`src/rtl/bc_pkg.sv`:
```
// Shared Bulls & Cows constants, scoring FSM state type and the guess legality check.
package bc_pkg;
  localparam int         N_DIGITS   = 4;
  localparam logic [3:0] NULL_DIGIT = 4'hF;
  localparam logic [3:0] MAX_DIGIT  = 4'd9;

  typedef enum logic [1:0] {IDLE, CHECK, SCAN, DONE} score_state_t;

  // Legal: every digit in 0-9 and all digits pairwise distinct.
  function automatic logic digits_legal(input logic [15:0] d);
    logic ok;
    ok = 1'b1;
    for (int i = 0; i < N_DIGITS; i++) begin
      if (d[i*4 +: 4] > MAX_DIGIT) ok = 1'b0;
      for (int j = i + 1; j < N_DIGITS; j++)
        if (d[i*4 +: 4] == d[j*4 +: 4]) ok = 1'b0;
    end
    return ok;
  endfunction
endpackage

```
`src/rtl/bc_digit_match.sv`:
```
// Classifies one guess digit against the whole secret: bull, cow, or neither.
module bc_digit_match
  import bc_pkg::*;
(
  input  logic [3:0]  digit,
  input  logic [1:0]  pos,
  input  logic [15:0] secret,
  output logic        is_bull,
  output logic        is_cow
);
  logic [N_DIGITS-1:0] hit;

  for (genvar i = 0; i < N_DIGITS; i++) begin : g_hit
    assign hit[i] = (secret[i*4 +: 4] == digit);
  end

  // A repeated secret digit still yields a single increment.
  assign is_bull = hit[pos];
  assign is_cow  = !hit[pos] && (|hit);
endmodule

```
`src/rtl/bc_score_sequencer.sv`:
```
// Digit-serial Bulls & Cows scorer: validate guess, then one digit per cycle, with a
// start/busy/done handshake and results held until the next completion.
module bc_score_sequencer
  import bc_pkg::*;
(
  input  logic        clock,
  input  logic        reset,
  input  logic        start,
  input  logic        player,
  input  logic [15:0] guess,
  input  logic [15:0] secret_p1,
  input  logic [15:0] secret_p2,
  output logic        busy,
  output logic        done,
  output logic        invalid,
  output logic [2:0]  bulls,
  output logic [2:0]  cows,
  output logic        win,
  output logic        last_player
);
  score_state_t state;
  logic [15:0]  guess_q, secret_q;
  logic         player_q;
  logic [2:0]   acc_bulls, acc_cows;
  logic [1:0]   idx;
  logic         is_bull, is_cow;
  logic [2:0]   nxt_bulls, nxt_cows;

  bc_digit_match u_match (
    .digit   (guess_q[{idx, 2'b00} +: 4]),
    .pos     (idx),
    .secret  (secret_q),
    .is_bull (is_bull),
    .is_cow  (is_cow)
  );

  assign nxt_bulls = acc_bulls + {2'b00, is_bull};
  assign nxt_cows  = acc_cows  + {2'b00, is_cow};

  assign busy = (state == CHECK) || (state == SCAN);
  assign done = (state == DONE);

  // Results are registered on the edge entering DONE so they are valid with the pulse.
  always_ff @(posedge clock or posedge reset) begin
    if (reset) begin
      state       <= IDLE;
      guess_q     <= {N_DIGITS{NULL_DIGIT}};
      secret_q    <= {N_DIGITS{NULL_DIGIT}};
      player_q    <= 1'b0;
      acc_bulls   <= 3'd0;
      acc_cows    <= 3'd0;
      idx         <= 2'd0;
      invalid     <= 1'b0;
      bulls       <= 3'd0;
      cows        <= 3'd0;
      win         <= 1'b0;
      last_player <= 1'b0;
    end else begin
      case (state)
        IDLE: if (start) begin
          guess_q   <= guess;
          secret_q  <= player ? secret_p1 : secret_p2;
          player_q  <= player;
          acc_bulls <= 3'd0;
          acc_cows  <= 3'd0;
          state     <= CHECK;
        end
        CHECK: if (!digits_legal(guess_q)) begin
          invalid     <= 1'b1;
          bulls       <= 3'd0;
          cows        <= 3'd0;
          win         <= 1'b0;
          last_player <= player_q;
          state       <= DONE;
        end else begin
          idx   <= 2'd3;
          state <= SCAN;
        end
        SCAN: begin
          acc_bulls <= nxt_bulls;
          acc_cows  <= nxt_cows;
          idx       <= idx - 2'd1;
          if (idx == 2'd0) begin
            bulls       <= nxt_bulls;
            cows        <= nxt_cows;
            win         <= (nxt_bulls == 3'd4);
            invalid     <= 1'b0;
            last_player <= player_q;
            state       <= DONE;
          end
        end
        DONE:    state <= IDLE;
        default: state <= IDLE;
      endcase
    end
  end
endmodule

```
`config.mk`:
```
export PLATFORM = sky130hd
export DESIGN_NAME = bc_score_sequencer
export DESIGN_NICKNAME = d
export VERILOG_FILES = /design/src/rtl/bc_pkg.sv /design/src/rtl/bc_digit_match.sv /design/src/rtl/bc_score_sequencer.sv
export SDC_FILE = /design/constraint.sdc
export NUM_CORES = 1
export LEC_CHECK = 0
export BUFFER_PORTS_ARGS = -buffer_cell sky130_fd_sc_hd__buf_2
export CAP_MARGIN = 0
export CELL_PAD_IN_SITES_DETAIL_PLACEMENT = 0
export CELL_PAD_IN_SITES_GLOBAL_PLACEMENT = 1
export CORE_MARGIN = 3
export CORE_UTILIZATION = 43
export DETAILED_ROUTE_END_ITERATION = 8
export HOLD_SLACK_MARGIN = 0.02
export MAX_ROUTING_LAYER = met4
export PLACE_DENSITY = 0.81
export SKIP_CTS_REPAIR_TIMING = 1
export SLEW_MARGIN = 20
export SYNTH_ARGS = -nofsm -noshare
export SYNTH_HDL_FRONTEND = slang
export SYNTH_SLANG_ARGS = --single-unit
```
`constraint.sdc`:
```
create_clock -name clock -period 3.1 [get_ports clock]
set_input_delay 0.62 -clock clock [delete_from_list [all_inputs] [get_ports clock]]
set_output_delay 0.62 -clock clock [all_outputs]
set_load 0.05 [all_outputs]
```
==> impl_metrics.yaml <==
sta:
  worst_pin_slew_ns: 0.799
  fin_skew_ns: 0.00449
  rsz0062_at_grt: "false"
  setup_violations: 0
  slew_viol_final: 0
  max_freq_mhz: 344
  fin_crit_sh: 0.939
  hold_violations: 0
  fin_ws_ns: 0.190
  setup_tns_ns: 0
  slew_headroom: 0.466
  min_period_ns: 2.91
finish:
  drive_above_1_share: 0.438
  antenna_cells: 0
  syn_to_final_growth_pct: 15.4
  nets: 396
  stdcell_count: 432
clock_tree:
  htreeDepth: 2
  cts_buffers: 5
  clock_sinks: 52
  ctsRootBufferMaster: "clkbuf_8"
  clockBufferDepth: 2
  cts_tree: "built"
  path_clk_slew_ns: 0.09
  worstSkewPairLatency_ns: 0.30
worst_setup_path:
  cp-start-kind: "register"
  worstPathRequired_ns: 3.28
  worstSetupPathType: "reg2reg"
  r2r_setup_slack_ns: 0.19
  cp_num_buf_inv: 0
  reg2reg_depth: 12
  reg2reg_to: "acc_cows[2]$_DFFE_PP0P_"
  critPathMaxStageDelay_ns: 0.65
  cp.arrival_ns: 3.09
  cp_cell_sequence: "mux4_2 > xnor2_2 > nand4_2 > mux2i_1 > mux2_4 > nor3_2 > ha_1 > ha_1 > nor2b_2 > a21o_1 > a22oi_1 > o21ai_0"
  end_kind: "register"
  critPathTopFamily: "multiplexers"
  crit_slowest_cell: "mux4_2"
  timing.rr.start: "idx[0]$_DFFE_PP0P_"
  crit_top_cell: "ha_1"
  crit_fanout: 4
synthesis:
  ys_ff_latch: 52
  syn_area_um2: 3170
  synth_cell_types: 41
  ys.warnings.count: 0
  avgSynthCellArea_um2: 11.2
  async_flop_share: 1.00
  synth_edf_count: 0
  ys.flop_type: "dfstp_2"
  syn-num-nets: 344
  seq_area_frac_synth: 0.423
  netlist_instances: 283
floorplanning:
  initial_core_util: 0.454
  io_pins: 63
  dieWidth_um: 91.9
  rows: 30
  die_y_um: 91.9
  core_um2: 6980
  dieArea_um2: 8440
detailed_routing:
  ant_nets: 0
  met1_length_mm: 2.80
  via_per_inst: 4.93
  wl_met2_mm: 2.90
  wire_per_inst_um: 13.8
  drt_iter0_drc: 94
  routed-wl-met3_um: 221
  finalWirelength_mm: 5.96
  drcViolationCount: 0
  vias: 2130
  first_pass_iters: 4
  highest_layer: "met4"
power_and_ir_drop:
  p_per_area_nw_per_um2: 1160
  ir_worst_vdd_v: 0.000558
  p_leak_nw: 1.67
place:
  gp_routability_congestion: 0.904
  io_buffers: 62
  placed_cells: 422
  pre_cts_slack_ns: 0.133
  dp_hpwl_mm: 4.50
grt:
  antenna_found_initial: 0
  grt_pass1_wl_mm: 10.6
  overflow: 0
  track_usage: 0.158
  grt_pass1_vias: 2297
  grt_max_degree: 33
min_path:
  hp-class: "in2async"
outcome:
  run_status: "finished clean"
job:
  cap_viol_max_count: 0
[through the flow]
step	area [um^2]	hold WS, ns	util	power [mW]
detailed placement	3500	0.484	0.502	3.76
finish	3660	0.383	0.524	4.26
floorplan	3170	0.465	-	3.39
global placement	3500	0.478	0.502	3.71
CTS	3610	0.401	0.517	4.24
global route	3660	0.413	0.524	4.63
[flip-flops by register name, indices dropped and copies added, names as in the netlist, 2 cells and up]
register / count
idx: 2
state: 2
bulls: 3
acc_bulls: 3
secret_q: 16
cows: 3
guess_q: 16
acc_cows: 3
[how the worst max path moves through the flow]
stage / depth (start not counted) / slack [ns] / end / startpoint
finish: 12 / 0.19 / acc_cows[2]$_DFFE_PP0P_ / idx[0]$_DFFE_PP0P_
CTS: 12 / 0.12 / acc_cows[2]$_DFFE_PP0P_ / idx[1]$_DFFE_PP0P_
global placement: 12 / 0.26 / acc_cows[2]$_DFFE_PP0P_ / idx[1]$_DFFE_PP0P_
floorplan: 12 / 0.41 / win$_DFFE_PP0P_ / guess_q[15]$_DFFE_PP1P_
global route: 12 / 0.004 / acc_cows[2]$_DFFE_PP0P_ / idx[0]$_DFFE_PP0P_
detailed placement: 12 / 0.13 / acc_cows[2]$_DFFE_PP0P_ / idx[1]$_DFFE_PP0P_
[per-layer routing]
layer / GRT usage / vias to the layer above
met2: 0.251 / 48
met3: 0.0295 / 2
li1: - / 1077
met5: - / -
met1: 0.207 / 1003
met4: 0.0433 / 0
[report_power, final]
part           internal, mW  leakage [nW]  total, mW  switching (mW)
Combinational          1.12          1.03       2.30            1.18
Clock                 0.240        0.0552      0.455           0.216
Sequential             1.12         0.592       1.51           0.388
Total                  2.49          1.67       4.26            1.78
[cell usage in the layout, fill, tap and decap left out, types with 2 or more instances in the layout]
cell type / count
mux2_4: 3
nor2_1: 2
buf_2: 62
inv_1: 12
a22o_1: 5
o21ai_0: 24
buf_4: 5
mux4_2: 4
nand3_1: 3
nor2b_1: 3
nand2_1: 27
nand4_2: 2
mux2i_1: 27
mux2_2: 17
ha_1: 9
nand2b_1: 2
xor2_1: 8
a22oi_1: 2
xnor2_1: 26
dfrtp_1: 19
a21oi_1: 2
clkbuf_8: 5
xnor2_2: 6
dfstp_2: 32
nand4_1: 8
[area by class of cell]
type / instances / area [um^2]
Fill cell: 678 / 3320
Multi-Input combinational cell: 196 / 1690
Sequential cell: 52 / 1340
Timing Repair Buffer: 67 / 348
Tap cell: 96 / 120
Clock buffer: 6 / 72.6
Inverter: 13 / 48.8
Clock inverter: 2 / 35.0
[cells by family after synthesis]
| logic type | synth area share |
|---|---|
| compound gates | 0.0903 |
| xor+xnor | 0.115 |
| fa+ha+maj | 0.0355 |
| buf+inv | 0.0533 |
| flops | 0.423 |
| mux | 0.188 |
| simple gates | 0.0947 |
[cell usage after synthesis, types with 4 or more instances]
cell,number,area share
inv_1,13,0.015
mux4_2,4,0.028
a22o_1,5,0.014
dfrtp_1,20,0.16
dfstp_2,32,0.27
mux2i_1,27,0.085
nor2b_1,4,0.0079
clkbuf_1,7,0.0083
buf_2,10,0.016
xnor2_1,30,0.083
ha_1,9,0.036
xor2_1,8,0.022
nand4_1,8,0.016
mux2_2,17,0.060
nand2_1,27,0.032
o21ai_0,24,0.038
(Power assumes the default switching activity.)
